[src/rtl/kyber_ntt_pkg.sv]
// kyber_ntt_pkg: shared sizes and cstate encoding for the NTT sequencer.
package kyber_ntt_pkg;
  localparam int N_COEF = 256;
  localparam int COEF_W = 16;
  localparam int ADDR_W = 8;

  typedef enum logic [2:0] {
    ST_IDLE  = 3'd0,
    ST_POP0  = 3'd1,
    ST_NTT   = 3'd2,
    ST_RED   = 3'd3,
    ST_PUSH0 = 3'd4,
    ST_POP1  = 3'd5,
    ST_PUSH1 = 3'd6
  } cstate_t;

  function automatic logic is_pop(cstate_t s);
    return s == ST_POP0 || s == ST_POP1;
  endfunction

  function automatic logic is_push(cstate_t s);
    return s == ST_PUSH0 || s == ST_PUSH1;
  endfunction
endpackage

[src/rtl/ntt_push_fifo.sv]
// ntt_push_fifo: 2-entry output FIFO with occupancy count for the Push pass.
module ntt_push_fifo
  import kyber_ntt_pkg::*;
(
  input  logic              clk,
  input  logic              rst,
  input  logic              push,
  input  logic [COEF_W-1:0] push_data,
  input  logic              pop,
  output logic              valid,
  output logic [COEF_W-1:0] head,
  output logic [1:0]        count
);
  logic [COEF_W-1:0] mem_q [2];
  logic              wr_ptr_q;
  logic              rd_ptr_q;
  logic [1:0]        cnt_q;
  logic              pop_ok;
  logic              push_ok;

  assign valid   = cnt_q != 2'd0;
  assign pop_ok  = pop && valid;
  assign push_ok = push && (cnt_q != 2'd2 || pop_ok);
  assign head    = valid ? mem_q[rd_ptr_q] : '0;
  assign count   = cnt_q;

  always_ff @(posedge clk) begin
    if (rst) begin
      mem_q[0] <= '0;
      mem_q[1] <= '0;
      wr_ptr_q <= 1'b0;
      rd_ptr_q <= 1'b0;
      cnt_q    <= 2'd0;
    end else begin
      if (push_ok) begin
        mem_q[wr_ptr_q] <= push_data;
        wr_ptr_q        <= ~wr_ptr_q;
      end
      if (pop_ok) rd_ptr_q <= ~rd_ptr_q;
      cnt_q <= cnt_q + {1'b0, push_ok} - {1'b0, pop_ok};
    end
  end
endmodule

[src/rtl/ntt_state_ctrl.sv]
// ntt_state_ctrl: Pop/NTT/Reduce/Push sequencer owning the BRAM port steering.
// Optional watchdog on the engine waits: define NTT_CTRL_WATCHDOG_EN.
module ntt_state_ctrl
  import kyber_ntt_pkg::*;
#(
  parameter int N              = N_COEF,
  parameter int TIMEOUT_CYCLES = 4096
) (
  input  logic              clk,
  input  logic              rst,
  input  logic              start,
  input  logic              two_poly,
  output logic              busy,
  output logic              done,
  output logic              err,
  output logic [2:0]        cstate,
  output logic              ntt_start,
  input  logic              ntt_done,
  output logic              red_start,
  input  logic              red_done,
  input  logic              in_valid,
  output logic              in_ready,
  input  logic [15:0]       in_data,
  output logic              out_valid,
  input  logic              out_ready,
  output logic [15:0]       out_data,
  output logic              M0_WEN_Out,
  output logic [7:0]        M0_WAd_Out,
  output logic [15:0]       M0_WData_Out,
  output logic [7:0]        M0_RAd_Out,
  input  logic [15:0]       M0_RData
);
  localparam int CW = $clog2(N) + 1;

  cstate_t           st_q, st_d;
  logic [CW-1:0]     cnt_q, ocnt_q;
  logic              tp_q, pass_q, first_q;
  logic              inflight_q, done_q, wen_q;
  logic [ADDR_W-1:0] wad_q;
  logic [COEF_W-1:0] wdata_q;
  logic              acc, pop, rd_issue, timeout;
  logic              f_valid;
  logic [1:0]        f_count;
  logic [COEF_W-1:0] f_head;

`ifdef NTT_CTRL_WATCHDOG_EN
  localparam int WD_W = $clog2(TIMEOUT_CYCLES + 1);
  logic [WD_W-1:0] wd_q;
  logic            err_q;

  assign timeout = (st_q == ST_NTT || st_q == ST_RED) &&
                   wd_q == WD_W'(TIMEOUT_CYCLES - 1);
  assign err = err_q;

  always_ff @(posedge clk) begin
    if (rst) begin
      wd_q  <= '0;
      err_q <= 1'b0;
    end else begin
      if (st_d != st_q) wd_q <= '0;
      else if (st_q == ST_NTT || st_q == ST_RED) wd_q <= wd_q + WD_W'(1);
      if (st_q == ST_IDLE && start) err_q <= 1'b0;
      else if (timeout && st_d == ST_IDLE) err_q <= 1'b1;
    end
  end
`else
  logic unused_tmo;
  assign unused_tmo = TIMEOUT_CYCLES != 0;
  assign timeout    = 1'b0;
  assign err        = 1'b0;
`endif

  always_ff @(posedge clk) begin
    if (rst) st_q <= ST_IDLE;
    else     st_q <= st_d;
  end

  always_comb begin
    st_d = st_q;
    unique case (st_q)
      ST_IDLE:  if (start) st_d = ST_POP0;
      ST_POP0,
      ST_POP1:  if (cnt_q == CW'(N)) st_d = ST_NTT;
      ST_NTT: begin
        if (ntt_done)     st_d = ST_RED;
        else if (timeout) st_d = ST_IDLE;
      end
      ST_RED: begin
        if (red_done)     st_d = pass_q ? ST_PUSH1 : ST_PUSH0;
        else if (timeout) st_d = ST_IDLE;
      end
      ST_PUSH0: if (pop && ocnt_q == CW'(N - 1))
                  st_d = tp_q ? ST_POP1 : ST_IDLE;
      ST_PUSH1: if (pop && ocnt_q == CW'(N - 1))
                  st_d = ST_IDLE;
      default:  st_d = ST_IDLE;
    endcase
  end

  always_comb begin
    busy      = st_q != ST_IDLE;
    in_ready  = is_pop(st_q) && cnt_q < CW'(N);
    acc       = in_valid && in_ready;
    pop       = f_valid && out_ready;
    ntt_start = st_q == ST_NTT && first_q;
    red_start = st_q == ST_RED && first_q;
    // Count the pop of this cycle so a steady stream keeps one read in flight.
    rd_issue  = is_push(st_q) && cnt_q < CW'(N) &&
                ({1'b0, f_count} + {2'b00, inflight_q} -
                 {2'b00, pop}) < 3'd2;
  end

  always_ff @(posedge clk) begin
    if (rst) begin
      cnt_q      <= '0;
      ocnt_q     <= '0;
      tp_q       <= 1'b0;
      pass_q     <= 1'b0;
      first_q    <= 1'b0;
      inflight_q <= 1'b0;
      done_q     <= 1'b0;
      wen_q      <= 1'b0;
      wad_q      <= '0;
      wdata_q    <= '0;
    end else begin
      first_q <= st_d != st_q;
      if (st_d != st_q) begin
        cnt_q  <= '0;
        ocnt_q <= '0;
      end else begin
        if (acc || rd_issue) cnt_q <= cnt_q + CW'(1);
        if (pop) ocnt_q <= ocnt_q + CW'(1);
      end
      if (st_q == ST_IDLE && start) begin
        tp_q   <= two_poly;
        pass_q <= 1'b0;
      end else if (st_q == ST_PUSH0 && st_d == ST_POP1) begin
        pass_q <= 1'b1;
      end
      wen_q      <= acc;
      wad_q      <= acc ? cnt_q[ADDR_W-1:0] : '0;
      wdata_q    <= acc ? in_data : '0;
      inflight_q <= rd_issue;
      done_q     <= is_push(st_q) && st_d == ST_IDLE;
    end
  end

  ntt_push_fifo u_fifo (
    .clk       (clk),
    .rst       (rst),
    .push      (inflight_q),
    .push_data (M0_RData),
    .pop       (out_ready),
    .valid     (f_valid),
    .head      (f_head),
    .count     (f_count)
  );

  assign cstate       = st_q;
  assign done         = done_q;
  assign out_valid    = f_valid;
  assign out_data     = f_head;
  assign M0_WEN_Out   = wen_q;
  assign M0_WAd_Out   = wad_q;
  assign M0_WData_Out = wdata_q;
  assign M0_RAd_Out   = rd_issue ? cnt_q[ADDR_W-1:0] : '0;
endmodule

[config.mk]
export PLATFORM = sky130hd
export DESIGN_NAME = ntt_state_ctrl
export DESIGN_NICKNAME = d
export VERILOG_FILES = /design/src/rtl/kyber_ntt_pkg.sv /design/src/rtl/ntt_push_fifo.sv /design/src/rtl/ntt_state_ctrl.sv
export SDC_FILE = /design/constraint.sdc
export NUM_CORES = 1
export LEC_CHECK = 0
export ABC_AREA = 0
export CORE_UTILIZATION = 40
export DETAILED_ROUTE_END_ITERATION = 8
export GPL_TIMING_DRIVEN = 0
export PLACE_DENSITY = 0.68
export SYNTH_ARGS = -nofsm -noshare
export SYNTH_HDL_FRONTEND = slang
export SYNTH_SLANG_ARGS = --single-unit
[constraint.sdc]
create_clock -name clk -period 3.5 [get_ports clk]
set_input_delay 0.525 -clock clk [delete_from_list [all_inputs] [get_ports clk]]
set_output_delay 0.525 -clock clk [all_outputs]
set_load 0.01 [all_outputs]
# Word-level counts from Yosys, hierarchy flattened
# Memories as Yosys holds them, arrays and structs flattened. A register that Yosys moved wholly into a read port is not among the register bits.
# Index checks and enable logic that the tools add are counted.
classes:
  add_sub_neg: 6
  magnitude_cmp: 2
  n_eq_ne: 11
  mux: 21
  bitwise_logic: 3
  n_reduce_logical: 25
ops:
  columns: ["op", "count"]
  rows:
  - ["$mux W16", 2]
  - ["$mux W3", 7]
  - ["$add A9 B1 Y9 const B", 2]
  - ["$pmux W3 S6", 1]
  - ["$reduce_or A16 Y1", 1]
  - ["$eq A3 B3 Y1 const B", 4]
  - ["$logic_and A1 B1 Y1", 12]
  - ["$eq A9 B8 Y1 const B", 1]
  - ["$eq A9 B9 Y1 const B", 1]
  - ["$lt A9 B9 Y1 const B", 1]
  - ["$mux W1", 9]
  - ["$mux W8", 1]
  - ["$reduce_or A2 Y1", 4]
  - ["$eq A3 B2 Y1 const B", 2]
  - ["$logic_not A3 Y1", 2]
  - ["$logic_or A1 B1 Y1", 4]
  - ["$add A2 B1 Y3", 1]
  - ["$eq A3 B1 Y1 const B", 1]
  - ["$lt A3 B2 Y1 const B", 1]
  - ["$ne A3 B3 Y1", 1]
  - ["$not A1 Y1", 3]
  - ["$reduce_bool A3 Y1", 1]
  - ["$sub A3 B1 Y3", 1]
  - ["$add A2 B1 Y2", 1]
  - ["other kinds (4)", 4]
word_totals:
  regBits: 55
  ramBits: 32
  inputBits: 40
  out_inout_bits: 59
  elab_cells: 83
  n_memories: 1
mem_list:
  columns: ["memory", "words", "width", "read_ports", "rd_ports_with_merged_regs", "wr", "line", "text"]
  rows:
  - ["u_fifo.mem_q", 2, 16, 1, 1, 2, "ntt_push_fifo.sv:14", "logic [COEF_W-1:0] mem_q [2];"]

# Logic depth before layout (Yosys ltp)
logic_depth:
  depth_word: 9
  depth_mapped: 11
  mapped_depth_nobuf: 10

# Cells and area by module
# Synthesis repeated with hierarchy kept, for this count alone.
hier_totals:
  cells_unflattened: 354
  hier_area_um2: 3982.6
by_module_without_submodules:
  columns: ["module", "instances", "cells_per_inst", "area_per_inst_um2"]
  rows:
  - ["ntt_state_ctrl", 1, 224, 2273.4]
  - ["ntt_push_fifo", 1, 130, 1709.1]

# Worst setup path after synthesis
# Ideal clock, no wire load.
synth_timing:
  kind: "input -> output"
  startpoint: "input out_ready"
  endpoint: "output M0_RAd_Out[2]"
  arrival_ps: 2535
  required_time_ps: 2975
  path_slack_ps: 440
  cell_stages: 9
  n_path_buf: 1
  path_cell_list: "o21a_1 > clkbuf_1 > ha_1 > inv_1 > nand2_1 > fa_1 > nand4bb_1 > nor2_1 > and2_1"
synth_via:
  elab_chain_cells: 5
synth_rtl:
  columns: ["item", "line", "text"]
  rows:
  - ["from (decl)", "ntt_state_ctrl.sv:25", "input logic out_ready,"]
  - ["$logic_and A1 B1 Y1", "ntt_state_ctrl.sv:104", "pop = f_valid && out_ready;"]
  - ["net pop", "ntt_state_ctrl.sv:41", "logic acc, pop, rd_issue, timeout;"]
  - ["$sub A3 B1 Y3", "ntt_state_ctrl.sv:109", "({1'b0, f_count} + {2'b00, inflight_q} -"]
  - ["$lt A3 B2 Y1", "ntt_state_ctrl.sv:110", "{2'b00, pop}) < 3'd2;"]
  - ["$logic_and A1 B1 Y1", "ntt_state_ctrl.sv:108", "rd_issue = is_push(st_q) && cnt_q < CW'(N) &&"]
  - ["$mux W8", "ntt_state_ctrl.sv:166", "assign M0_RAd_Out = rd_issue ? cnt_q[ADDR_W-1:0] : '0;"]
  - ["to (decl)", "ntt_state_ctrl.sv:30", "output logic [7:0] M0_RAd_Out,"]
# The timed path passes the listed nets, and every way through them passes these cells.

# Worst setup path in the final report
layout_timing:
  startpoint: "register u_fifo.cnt_q[1], in the netlist u_fifo.count[1]"
  endpoint: "output M0_RAd_Out[0]"
layout_via:
  elab_chain_cells: 6
  elab_cells_between_ends: 7
layout_rtl:
  columns: ["item", "line", "text"]
  rows:
  - ["from (decl)", "ntt_push_fifo.sv:17", "logic [1:0] cnt_q;"]
  - ["from (signal assigned)", "ntt_push_fifo.sv:40", "cnt_q <= cnt_q + {1'b0, push_ok} - {1'b0, pop_ok};"]
  - ["$reduce_bool A2 Y1", "ntt_push_fifo.sv:21", "assign valid = cnt_q != 2'd0;"]
  - ["$logic_and A1 B1 Y1", "ntt_state_ctrl.sv:104", null]
  - ["net pop", "ntt_state_ctrl.sv:41", null]
  - ["$sub A3 B1 Y3", "ntt_state_ctrl.sv:109", null]
  - ["$lt A3 B2 Y1", "ntt_state_ctrl.sv:110", null]
  - ["$logic_and A1 B1 Y1", "ntt_state_ctrl.sv:108", null]
  - ["$mux W8", "ntt_state_ctrl.sv:166", null]
# The timed path passes the listed nets, and every way through them passes these cells.

==> out/results.tsv <==
stage	metric	value	unit
routing	wl_met1	3.54	mm
synth	synth_top_area_share	30.0	%
placement	place.port_buffers	97	
routing	firstDrtPassIters	4	
setup_path	slowest_stage	fa_1	
setup_path	rrSetupSlack	610	ps
cts	cts_tree	yes	
die	die_w	98.6	µm
synth	synth_seq_area_share	55.8	%
placement	dp_slack	-987	ps
routing	via_per_inst	4.83	
setup_path	r2r-end	cnt_q[6]	
synth	synth_warnings	0	
setup_path	crit_start	u_fifo.count[1]	
power_and_ir_drop	p_leak	1.89	nW
routing	met2_length	4.01	mm
routing	wl	8.03	mm
job	cap_violations	0	
setup_path	crit_fanout	5	
timing	worst_pin_slew	848	ps
timing	hold-worst-slack	512	ps
layout	layout.cells.non_filler	581	
setup_path	critPathLaunchType	register	
die	dieArea	9720	µm²
power_and_ir_drop	power_density	416	nW/µm²
global_routing	grt_pass1_vias	2796	
layout	final_area	5100	µm²
synth	synthDistinctLibCells	44	
setup_path	cp_cell_sequence	o21a_1 -> clkbuf_8 -> ha_1 -> inv_1 -> nand2_1 -> fa_1 -> nand4bb_4 -> buf_4 -> nor3_2 -> dlygate4sd2_1	
timing	period_minus_slack	3390	ps
timing	hold_viol	0	
synth	synth_area_leader_cell	dfxtp_1	
routing	final_antenna_net_count	0	
timing	maxSlewHeadroom	43.4	%
cts	clock_latency	360	ps
setup_path	cp.arrival	2870	ps
placement	dpl-instance-area	4840	µm²
synth	synth_area_per_cell	10.5	µm²
layout	diodes	0	
routing	met3_length	329	µm
timing	maxSlewViolCount	0	
timing	setup_viol	0	
die	initial_utilization	42.0	%
timing	grt_setup_unrepaired	no	
layout	drive_above_1_share	8.88	%
synth	synthesis.nets	402	
global_routing	grt_use_total	17.5	%
hold_path	min_path_type	register to register	
timing	skew	10.6	ps
placement	placedCellCount	559	
setup_path	critPathMaxStageDelay	520	ps
die	core_area	8890	µm²
layout	final_net_count	516	
die	io-pin-count	99	
routing	drtIter0Drc	83	
placement	post-dp-hpwl	5.70	mm
power_and_ir_drop	vdd_drop_max	0.207	mV
power_and_ir_drop	report.power.total	2.13	mW
layout	final_core_util	57.4	%
setup_path	crit_type	register to output port	
die	die-height	98.6	µm
routing	drc_errors	0	
synth	syn_area	3730	µm²
global_routing	grt_pass1_wl	13.3	mm
global_routing	grt_overflow	0	
global_routing	antenna_found_initial	0	
cts	cts_inserted_buffers	9	
placement	gp_congestion	0.847	
setup_path	cp.required	2970	ps
cts	htreeDepth	3	
timing	finalCritPeriodShare	96.9	%
cts	ctsHoldBuffers	0	
routing	topRoutingLayerUsed	met4	
synth	syn_inst	354	
setup_path	crit_buf_inv	4	
timing	finalSetupTns	0	ps
die	rows	34	
status	outcome	finished, final reports clean	
setup_path	r2r-start	u_fifo.count[1]	
routing	vias	2805	
cts	clkTransAtPathRegs	80	ps
synth	synth_seq_cells	88	
setup_path	critPathCaptureType	output port	
timing	fmax	295	MHz
global_routing	grt_max_degree	17	
routing	avgRoutedWirePerCell	13.8	µm
layout	syn_to_final_growth	36.7	%
cts	clockRootBuffer	clkbuf_8	
timing	setup_ws	107	ps
cts	clockBufferDepth	2	
setup_path	crit_family	adder cells	
setup_path	cp.depth	10	
setup_path	crit_end	M0_RAd_Out[0]	
cts	cts_sinks	88	
synth	synthTopCellsByArea	dfxtp_1 (30%), edfxtp_1 (26%), and2_1 (10%)	
setup_path	reg2regPathDepth	12	
==> tightest hold or removal path, stage by stage (launching register included) <==
cell	delay, ps
dfxtp_1	320
inv_1	70
a221oi_1	70
==> how the worst min path moves through the flow <==
stage	from	endpoint	slack (ps)	cells after the start
floorplan	pass_q	pass_q	460	2
global placement	pass_q	pass_q	490	2
detailed placement	pass_q	pass_q	510	2
CTS	pass_q	pass_q	520	2
global route	pass_q	pass_q	540	2
finish	pass_q	pass_q	510	2
==> cells in the final DEF, fill, tap and decap left out, drive strengths merged, types with 6 or more instances in the layout <==
cell / count
ha: 7
xor2: 6
dlygate4sd2: 7
nor2: 54
edfxtp: 32
nand3: 7
inv: 14
dfxtp: 56
buf: 12
xnor2: 11
mux2i: 19
clkdlybuf4s50: 88
nand2: 10
clkbuf: 21
nor3: 13
and2: 61
==> synthesized netlist by cell type, drive strengths merged <==
| cell | instances |
|---|---|
| nor2 | 54 |
| nand2b | 2 |
| a21oi | 5 |
| a221oi | 1 |
| conb | 1 |
| o31ai | 1 |
| nand3 | 7 |
| or4 | 1 |
| o21bai | 1 |
| nor3b | 3 |
| nor4b | 2 |
| or3 | 1 |
| or2 | 1 |
| a2bb2oi | 1 |
| nand2 | 10 |
| ha | 7 |
| inv | 14 |
| mux2 | 2 |
| nor2b | 3 |
| o21ai | 5 |
| nand4 | 4 |
| a211oi | 1 |
| edfxtp | 32 |
| nor3 | 13 |
| and3 | 3 |
| dfxtp | 56 |
| buf | 5 |
| a31oi | 1 |
| xnor2 | 11 |
| mux2i | 19 |
| nand4bb | 1 |
| and2 | 61 |
| o21a | 2 |
| o32a | 1 |
| clkbuf | 11 |
| a22oi | 2 |
| a32oi | 1 |
| xor2 | 6 |
| nand3b | 1 |
| fa | 1 |
==> final cells by class <==
cell class / instances / area, µm²
multi-input combinational: 236 / 1570
fill: 778 / 3790
sequential: 88 / 2090
tap: 108 / 135
clock inverter: 7 / 48.8
buffer: 16 / 93.8
timing repair buffer: 103 / 997
clock buffer: 9 / 124
inverter: 14 / 52.6
==> logic make-up after synthesis <==
| kind of cell | count (synthesis) | synth area share, % |
|---|---|---|
| AND/OR/NAND/NOR | 167 | 23.7 |
| flip-flops | 88 | 55.8 |
| buffers and inverters | 30 | 3.65 |
| AO/OA/AOI/OAI | 22 | 4.19 |
| multiplexers | 21 | 5.70 |
| XOR/XNOR | 17 | 3.99 |
| adder cells (fa/ha/maj) | 8 | 2.88 |
| other | 1 | 0.100 |
==> per-layer routing <==
| layer | track usage, % | vias to the layer above |
|---|---|---|
| met2 | 30.3 | 86 |
| met3 | 3.83 | 13 |
| met1 | 21.4 | 1302 |
| met4 | 6.31 | 0 |
| met5 | 0 | - |
| li1 | - | 1404 |
==> power breakdown <==
group	total (mW)	internal, mW	switching [mW]
registers	1.11	1.09	0.0193
clock network	0.616	0.256	0.359
logic	0.401	0.205	0.196
==> sequential cells by signal (all words and copies together) (netlist names), named ones only <==
| name | count |
|---|---|
| M0_WEN_Out | 1 |
| pass_q | 1 |
| u_fifo.mem_q | 32 |
| M0_WData_Out | 16 |
| inflight_q | 1 |
| u_fifo.rd_ptr_q | 1 |
| ocnt_q | 9 |
| u_fifo.wr_ptr_q | 1 |
| first_q | 1 |
| M0_WAd_Out | 8 |
| cnt_q | 9 |
| tp_q | 1 |
| cstate | 3 |
| u_fifo.count | 2 |
| done | 1 |
==> what timing repair did <==
item / 4_1_cts / 5_1_grt
buffers inserted: 5 / 1
gates resized for setup: 21 / 4
endpoints found under the setup margin: 10 / 2
endpoints found under the hold margin: 0 / 0
pin swaps: 3 / 1
Note: power is estimated with default switching activity, not from simulation.
